[src/rtl/regfile_mp.sv]
`default_nettype none
// +----------------------------------------------------------------------------+
// | regfile_mp: multi-port register file with write bypass, per-register       |
// | in-flight scoreboard counters and a registered write-trace port.           |
// | Rev 1.0                                                                    |
// +----------------------------------------------------------------------------+
module regfile_mp #(
  parameter int DATA_W   = 32,
  parameter int ADDR_W   = 5,
  parameter int NRD      = 2,
  parameter int NWR      = 1,
  parameter int CNT_W    = 2,
  parameter int ZERO_REG = 1
) (
  input  logic                   clk,
  input  logic                   reset,
  input  logic [NRD*ADDR_W-1:0]  rd_addr,
  output logic [NRD*DATA_W-1:0]  rd_data,
  output logic [NRD-1:0]         rd_busy,
  input  logic [NWR-1:0]         wr_en,
  input  logic [NWR*ADDR_W-1:0]  wr_addr,
  input  logic [NWR*DATA_W-1:0]  wr_data,
  input  logic [NWR*32-1:0]      wr_pc,
  input  logic                   claim_en,
  input  logic [ADDR_W-1:0]      claim_addr,
  output logic                   claim_ovf,
  output logic [NWR-1:0]         trace_valid,
  output logic [NWR*ADDR_W-1:0]  trace_addr,
  output logic [NWR*DATA_W-1:0]  trace_data,
  output logic [NWR*32-1:0]      trace_pc
);

  localparam int             DEPTH    = 2**ADDR_W;
  localparam int             REL_W    = $clog2(NWR + 1);
  localparam int             EW       = CNT_W + REL_W + 1;
  localparam logic [CNT_W-1:0] CNT_MAX = '1;

  logic [DATA_W-1:0] r_mem [DEPTH];
  logic [CNT_W-1:0]  r_cnt [DEPTH];
  logic              r_ovf;
  logic [DEPTH-1:0]  w_sat;

  logic [NWR-1:0]        r_tv;
  logic [NWR*ADDR_W-1:0] r_ta;
  logic [NWR*DATA_W-1:0] r_td;
  logic [NWR*32-1:0]     r_tp;

  // Number of this cycle's writes that target index a (each releases one claim).
  function automatic logic [REL_W-1:0] f_rel(input logic [ADDR_W-1:0] a);
    logic [REL_W-1:0] n;
    n = '0;
    for (int i = 0; i < NWR; i++)
      if (wr_en[i] && (wr_addr[i*ADDR_W +: ADDR_W] == a)) n = n + REL_W'(1);
    return n;
  endfunction

  generate
    for (genvar r = 0; r < DEPTH; r++) begin : g_reg
      localparam bit IS_Z = (ZERO_REG != 0) && (r == 0);
      logic              w_claim;
      logic [EW-1:0]     w_up;
      logic [EW-1:0]     w_rel;
      logic [EW-1:0]     w_dn;
      logic [CNT_W-1:0]  w_cnt_nxt;
      logic              w_hit;
      logic [DATA_W-1:0] w_val;

      assign w_claim   = claim_en && (claim_addr == ADDR_W'(r));
      assign w_up      = EW'(r_cnt[r]) + EW'(w_claim);
      assign w_rel     = EW'(f_rel(ADDR_W'(r)));
      assign w_dn      = (w_up > w_rel) ? (w_up - w_rel) : '0;
      assign w_sat[r]  = !IS_Z && (w_dn > EW'(CNT_MAX));
      assign w_cnt_nxt = IS_Z ? '0 : (w_sat[r] ? CNT_MAX : w_dn[CNT_W-1:0]);

      // Later write ports overwrite earlier ones, so the highest index wins.
      always_comb begin
        w_hit = 1'b0;
        w_val = '0;
        for (int i = 0; i < NWR; i++) begin
          if (wr_en[i] && (wr_addr[i*ADDR_W +: ADDR_W] == ADDR_W'(r))) begin
            w_hit = 1'b1;
            w_val = wr_data[i*DATA_W +: DATA_W];
          end
        end
      end

      always_ff @(posedge clk) begin
        if (reset) begin
          r_mem[r] <= '0;
          r_cnt[r] <= '0;
        end else begin
          if (w_hit && !IS_Z) r_mem[r] <= w_val;
          r_cnt[r] <= w_cnt_nxt;
        end
      end
    end

    for (genvar k = 0; k < NRD; k++) begin : g_rd
      logic [ADDR_W-1:0] w_ra;
      logic [DATA_W-1:0] w_rv;

      assign w_ra = rd_addr[k*ADDR_W +: ADDR_W];

      always_comb begin
        w_rv = r_mem[w_ra];
        for (int i = 0; i < NWR; i++)
          if (wr_en[i] && (wr_addr[i*ADDR_W +: ADDR_W] == w_ra)) w_rv = wr_data[i*DATA_W +: DATA_W];
        if ((ZERO_REG != 0) && (w_ra == '0)) w_rv = '0;
      end

      assign rd_data[k*DATA_W +: DATA_W] = w_rv;
      assign rd_busy[k] = EW'(r_cnt[w_ra]) > EW'(f_rel(w_ra));
    end
  endgenerate

  always_ff @(posedge clk) begin
    if (reset) r_ovf <= 1'b0;
    else       r_ovf <= r_ovf | (|w_sat);
  end

  always_ff @(posedge clk) begin
    if (reset) begin
      r_tv <= '0;
      r_ta <= '0;
      r_td <= '0;
      r_tp <= '0;
    end else begin
      for (int i = 0; i < NWR; i++) begin
        r_tv[i] <= wr_en[i];
        r_ta[i*ADDR_W +: ADDR_W] <= wr_addr[i*ADDR_W +: ADDR_W];
        r_td[i*DATA_W +: DATA_W] <= ((ZERO_REG != 0) && (wr_addr[i*ADDR_W +: ADDR_W] == '0))
                                    ? '0 : wr_data[i*DATA_W +: DATA_W];
        r_tp[i*32 +: 32] <= wr_pc[i*32 +: 32];
      end
    end
  end

  assign claim_ovf   = r_ovf;
  assign trace_valid = r_tv;
  assign trace_addr  = r_ta;
  assign trace_data  = r_td;
  assign trace_pc    = r_tp;

endmodule
`default_nettype wire

[config.mk]
export PLATFORM = sky130hd
export DESIGN_NAME = regfile_mp
export DESIGN_NICKNAME = d
export VERILOG_FILES = /design/src/rtl/regfile_mp.sv
export SDC_FILE = /design/constraint.sdc
export NUM_CORES = 2
export LEC_CHECK = 0
export CORE_MARGIN = 2
export CORE_UTILIZATION = 35
export CTS_CLUSTER_DIAMETER = 50
export CTS_CLUSTER_SIZE = 30
export DETAILED_ROUTE_END_ITERATION = 6
export GPL_TIMING_DRIVEN = 0
export PLACE_DENSITY = 0.54
export SYNTH_ARGS = -nofsm -noshare
export SYNTH_HDL_FRONTEND = slang
export SYNTH_SLANG_ARGS = --single-unit
export TNS_END_PERCENT = 20
[constraint.sdc]
create_clock -name clk -period 4.1 [get_ports clk]
set_input_delay 0.82 -clock clk [delete_from_list [all_inputs] [get_ports clk]]
set_output_delay 0.82 -clock clk [all_outputs]
set_load 0.02 [all_outputs]
-- Word level (Yosys, flattened, before mapping)
Memory sizes are Yosys's and may differ from the RTL's.
Cells that the tools add are included.
- bits in registers: 71
- bits in writable memories: 1088
- input port bits: 88
- word-level logic and storage cells: 619
- memories: 2
- $add $sub $neg: 62
- magnitude comparators: 64
- equality and inequality tests: 64
- multiplexer cells: 289
- bitwise operators: 64
- reductions and logical operators: 69
- memories (memory ; words ; width ; rd ports ; clocked after Yosys merged registers in ; write ports ; line ; text):
    r_mem ; 32 ; 32 ; 2 ; 0 ; 32 ; 38 ; logic [DATA_W-1:0] r_mem [DEPTH];
    r_cnt ; 32 ; 2 ; 33 ; 0 ; 32 ; 39 ; logic [CNT_W-1:0] r_cnt [DEPTH];
- operators with widths (kind ; count):
    $mux W32 ; 66
    $eq A5 B5 Y1 const B ; 32
    $mux W1 ; 129
    $mux W2 ; 63
    $gt A4 B2 Y1 const B ; 31
    $mux W4 ; 31
    $sub A3 B1 Y4 ; 31
    $add A2 B1 Y3 ; 31
    $gt A3 B1 Y1 ; 31
    $eq A5 B4 Y1 const B ; 16
    $logic_and A1 B1 Y1 ; 64
    $or A1 B1 Y1 ; 64
    $eq A5 B3 Y1 const B ; 8
    $reduce_or A31 Y1 ; 1
    $eq A5 B2 Y1 const B ; 4
    $logic_not A5 Y1 ; 3
    $eq A5 B1 Y1 const B ; 2
    $eq A5 B5 Y1 ; 2
    $gt A2 B1 Y1 ; 2
    $reduce_or A2 Y1 ; 1

-- Depth between registers and ports, before layout
- depth in word-level cells: 8
- mapped depth: 14
- mapped depth without buffers: 14

-- Worst setup path before layout
Ideal clock, no wire load.
- path kind: input-to-output
- start: input rd_addr[6]
- end: output rd_busy[1]
- arrival: 3116 ps
- data required time: 3280 ps
- path slack: 164 ps
- stages: 8
- buffers on the path: 3
- cells stage by stage: buf_4 -> buf_4 -> clkbuf_1 -> mux4_2 -> mux4_2 -> mux2i_1 -> ha_1 -> o21ai_0
- cells in the longest elaborated chain, start to end: 4
- elaborated cells between the ends (all ways): 5
- classes of those cells: order compare (1); eq/ne (1); mux (1); reduce/logical (1); memory (1)
- RTL lines (item ; line ; text):
    start: declaration ; 17 ; input logic [NRD*ADDR_W-1:0] rd_addr,
    branches (longest 3 deep; another with $mem_v2 Z32 W2) ; n/a ;
    $gt A2 B1 Y1 (*) ; 112 ; assign rd_busy[k] = EW'(r_cnt[w_ra]) > EW'(f_rel(w_ra));
    end: declaration ; 19 ; output logic [NRD-1:0] rd_busy,
Mark *: on every way between the ends.

-- Worst setup path after layout
- start: input rd_addr[2]
- end: output rd_busy[0]
The elaborated chain is that of the path after synthesis.

==> implementation parameters <==
Parameter                              Value

Yosys
  Fraction of synthesized cell area in xor and xnor cells    0.001400
  Async set or reset register ratio after synthesis    0
  Compound-cell area share of the yosys netlist    0.06102
  Most frequent cells after synthesis    and2_1, edfxtp_1, mux4_2, clkbuf_1, nor2_1
  Most used standard cell by instance count after synthesis    and2_1
  Post-synthesis register bit count    1125
  Synth area leaders    edfxtp_1, mux4_2, and2_1
  Cell area after synthesis    0.06256 mm2
  Number of instances in the synthesized netlist    4757
  YS warnings    0
  Share of synthesized area occupied by flip-flops and latches    0.5187
  Cell variety after synth    55
  Dominant combinational cell family by area after synthesis    multiplexers
  Adder-cell area share of the yosys netlist    0.03140
  Yosys top cell area share    0.4762
  Post-synthesis simple-gate area fraction    0.1501
  Cell type with the largest total area after synthesis    edfxtp_1
  Top FF cell, synth    edfxtp_1
  Avg Cell Area, Syn    13.15 um2
  Post-Syn Nets    5002
  Mux share of post-synthesis cell area    0.1980
  Count of flip-flops with a built-in enable after synthesis    992

Worst setup path
  Ordered list of cells on the worst path    buf_4 -> buf_6 -> buf_12 -> buf_12 -> buf_8 -> mux4_2 -> mux2i_1 -> ha_1 -> o21ai_4 -> buf_6
  Worst-path maximum fanout    10
  Register-to-Register Path Depth    11
  Kind of capture point of the worst setup path    output pin
  Max stage delay cell, worst path    mux4_2
  Family of cells with the greatest summed delay on the critical path    buffers and inverters
  Category of the worst setup path launch point    input pin
  Data arrival at the endpoint of the critical path    about 3400 ps
  Largest incremental delay on the critical path    between 300 and 400 ps
  Kind of critical path    input pin to output pin
  CP Buf/Inv Count    6
  Reg-to-reg setup timing slack    approximately 1200 ps
  Capturing point of the worst reg2reg path    claim_ovf$_SDFF_PP0_
  Critical register-to-register path startpoint    r_cnt[4][0]$_SDFF_PP0_
  Data required, critical path    3280 ps

CTS
  Max Buffers Root-to-Sink    3
  Clock H-tree levels    4
  Clk sinks    between 1000 and 1500
  TritonCTS clock tree    built
  Clk slew on worst S/H paths    60 ps
  Inserted Clock Buffers    136
  Root Driver    clkbuf_16
  Clock network latency to the later pin of the worst-skew pair    790 ps

Detailed routing
  Detailed Route Iter0 Violations    6911
  Average wire per cell in the routed design    slightly below 40 um
  Pre-Repair DR Iteration Count    5
  Antenna Nets Post-Route    0
  Remaining DRCs    0
  Post-detailed-routing wire length    about 290000 um
  Total vias in the final route    between 40000 and 50000
  Post-detailed-route via-to-cell ratio    6.229

Floorplanning
  Die W    ~430 um
  DIE HEIGHT    426.8 um
  Number of ports placed on the die boundary    225
  DIE AREA    ~0.18 mm2
  Effective utilization at floorplan    0.3514
  Number of cell rows    155
  Core region area    about 0.18 mm2

Cells and area
  Nets    5419
  Cell Count, Final, Fillers Out    approximately 7700
  Filler cells    16420
  Proportion of layout cells with a drive suffix above 1    0.2585
  Final Instance Area    0.07661 mm2
  Layout-stage area growth over the synthesis result    22.46%
  Post-route core utilization    0.4303

Outcome
  Violations in the final reports    max-capacitance violations, max-slew violations, negative setup slack
  Run status    finished with violations

STA
  RSZ-0062 raised after global routing    yes
  Final number of hold-violating endpoints    0
  Count of pins over their slew limit    76
  Setup tns final    -1658 ps
  Crit path time final    4253 ps
  Count of endpoints failing setup in the final report    40
  Crit share post-route    1.037
  Tightest Pin Transition    1615 ps
  Worst clock skew on the final layout    between 15 and 20 ps
  Final worst slack    -152.8 ps
  Top achievable clock speed    0.2351 GHz
  Rel. slew slack    -0.07697
  Min Hold Slack    roughly 480 ps

Global routing
  Overflow left after global routing    0
  Pin count of the biggest net entering global routing    33
  Vias in the first global route    between 40000 and 50000
  First-pass GRT wire length    a little under 400000 um
  Total global routing track utilization    0.3196
  Initial antenna violation count    24

Min path
  Worst min-delay path class    input pin to register
  Hold endpoint    trace_addr[0]$_SDFF_PP0_
  Hold path depth    2
  Hold_sp    wr_addr[0]

Power
  Overall power of the completed layout    31.75 mW
  LEAKAGE    ~27 nW
  VDD IR-drop max    432.0 uV
  PD cells    414.4 mW/mm2

Placed design
  Placer congestion estimate    1.018
  Half-perimeter wire length after detailed placement    205900 um
  Post-placement setup slack    -2841 ps
  Cell area after placement    0.06793 mm2
  Number of buffers inserted by port buffering    214
  Cells after DPL    7338

Run
  Max Cap Violations    3
==> state kept, by name (all words and copies together), names as in the netlist <==
| signal | count |
|---|---|
| r_mem | 992 |
| r_cnt | 62 |
| trace_data | 32 |
| trace_pc | 32 |
| trace_addr | 5 |
| claim_ovf | 1 |
| trace_valid | 1 |
==> cell usage in the layout, fill, tap and decap left out, types with 29 or more instances in the layout <==
cell type        instances
a21oi_1                131
a221o_1                 40
a22oi_1                 46
a22oi_2                 29
and2_1                1028
buf_12                  55
buf_4                   62
clkbuf_1               233
clkbuf_16              148
clkbuf_4                34
clkdlybuf4s50_1        141
dfxtp_1                133
edfxtp_1               992
ha_1                   157
inv_1                  161
mux2_2                  81
mux2i_1                 72
mux4_2                 470
nand2_1                131
nand3_1                 41
nor2_1                 148
nor2b_1                 86
nor3_1                  35
o21ai_0                 60
o22ai_1                 32
==> cell type report <==
class,count,area [um2],area share
clock inverters,92,1215,0.01586
inverters,163,616.8,0.008052
multi-input cells,3035,29010,0.3786
well taps,2355,2947,0.03846
clock buffers,157,3707,0.04839
plain buffers,428,3601,0.04700
diodes,12,30.03,0.0003920
repair buffers,285,3034,0.03961
flip-flops and latches,1125,32450,0.4236
==> layer usage <==
layer  wire [um]  vias up  share of wire  GRT usage
li1            -    18700              -          -
met5          22        -       0.000075          0
met4       25760        4          0.088     0.2315
met2      126000     3656           0.43     0.4676
met1      106300    24410           0.36     0.3962
met3       36090      898           0.12     0.1036
==> repair_timing <==
action	4_1_cts	5_1_grt
gates cloned	6	0
resized for setup	1010	77
pin swaps	43	14
setup endpoints to repair	66	73
hold buffers	0	0
setup buffers	54	0
==> worst reg2reg max path, stage by stage, from the launching register on <==
cell	delay, ps
dfxtp_1	370
ha_1	200
inv_1	50
ha_1	280
inv_1	70
ha_1	170
nor2b_1	80
or4_1	590
nor4_1	200
o2111ai_1	190
nor4_1	350
a41oi_1	150
==> how the worst max path moves through the flow <==
| stage | startpoint | endpoint | slack (ps) | depth (start not counted) |
|---|---|---|---|---|
| 3_3_place_gp | rd_addr[2] | rd_data[25] | -2960 | 9 |
| 2_1_floorplan | rd_addr[6] | rd_busy[1] | 160 | 8 |
| 3_5_place_dp | rd_addr[2] | rd_busy[0] | -2840 | 10 |
| 6_report | rd_addr[2] | rd_busy[0] | -150 | 10 |
| 4_1_cts | rd_addr[0] | rd_busy[0] | -70 | 9 |
| 5_1_grt | rd_addr[0] | rd_data[25] | -130 | 10 |
==> kinds of logic after synthesis <==
logic type / Yosys count
AO/OA/AOI/OAI: 579
XOR/XNOR: 10
adder cells (fa/ha/maj): 157
buffers and inverters: 598
flip-flops: 1125
multiplexers: 640
AND/OR/NAND/NOR: 1648
==> where the power goes <==
part           internal, mW  leakage [nW]  total [mW]  switching [mW]
combinational          1.84          14.2        4.79            2.96
clock                  8.03          2.38        13.6            5.54
sequential             13.1          10.5        13.4           0.316
No activity file was read; power rests on OpenSTA's default activity.
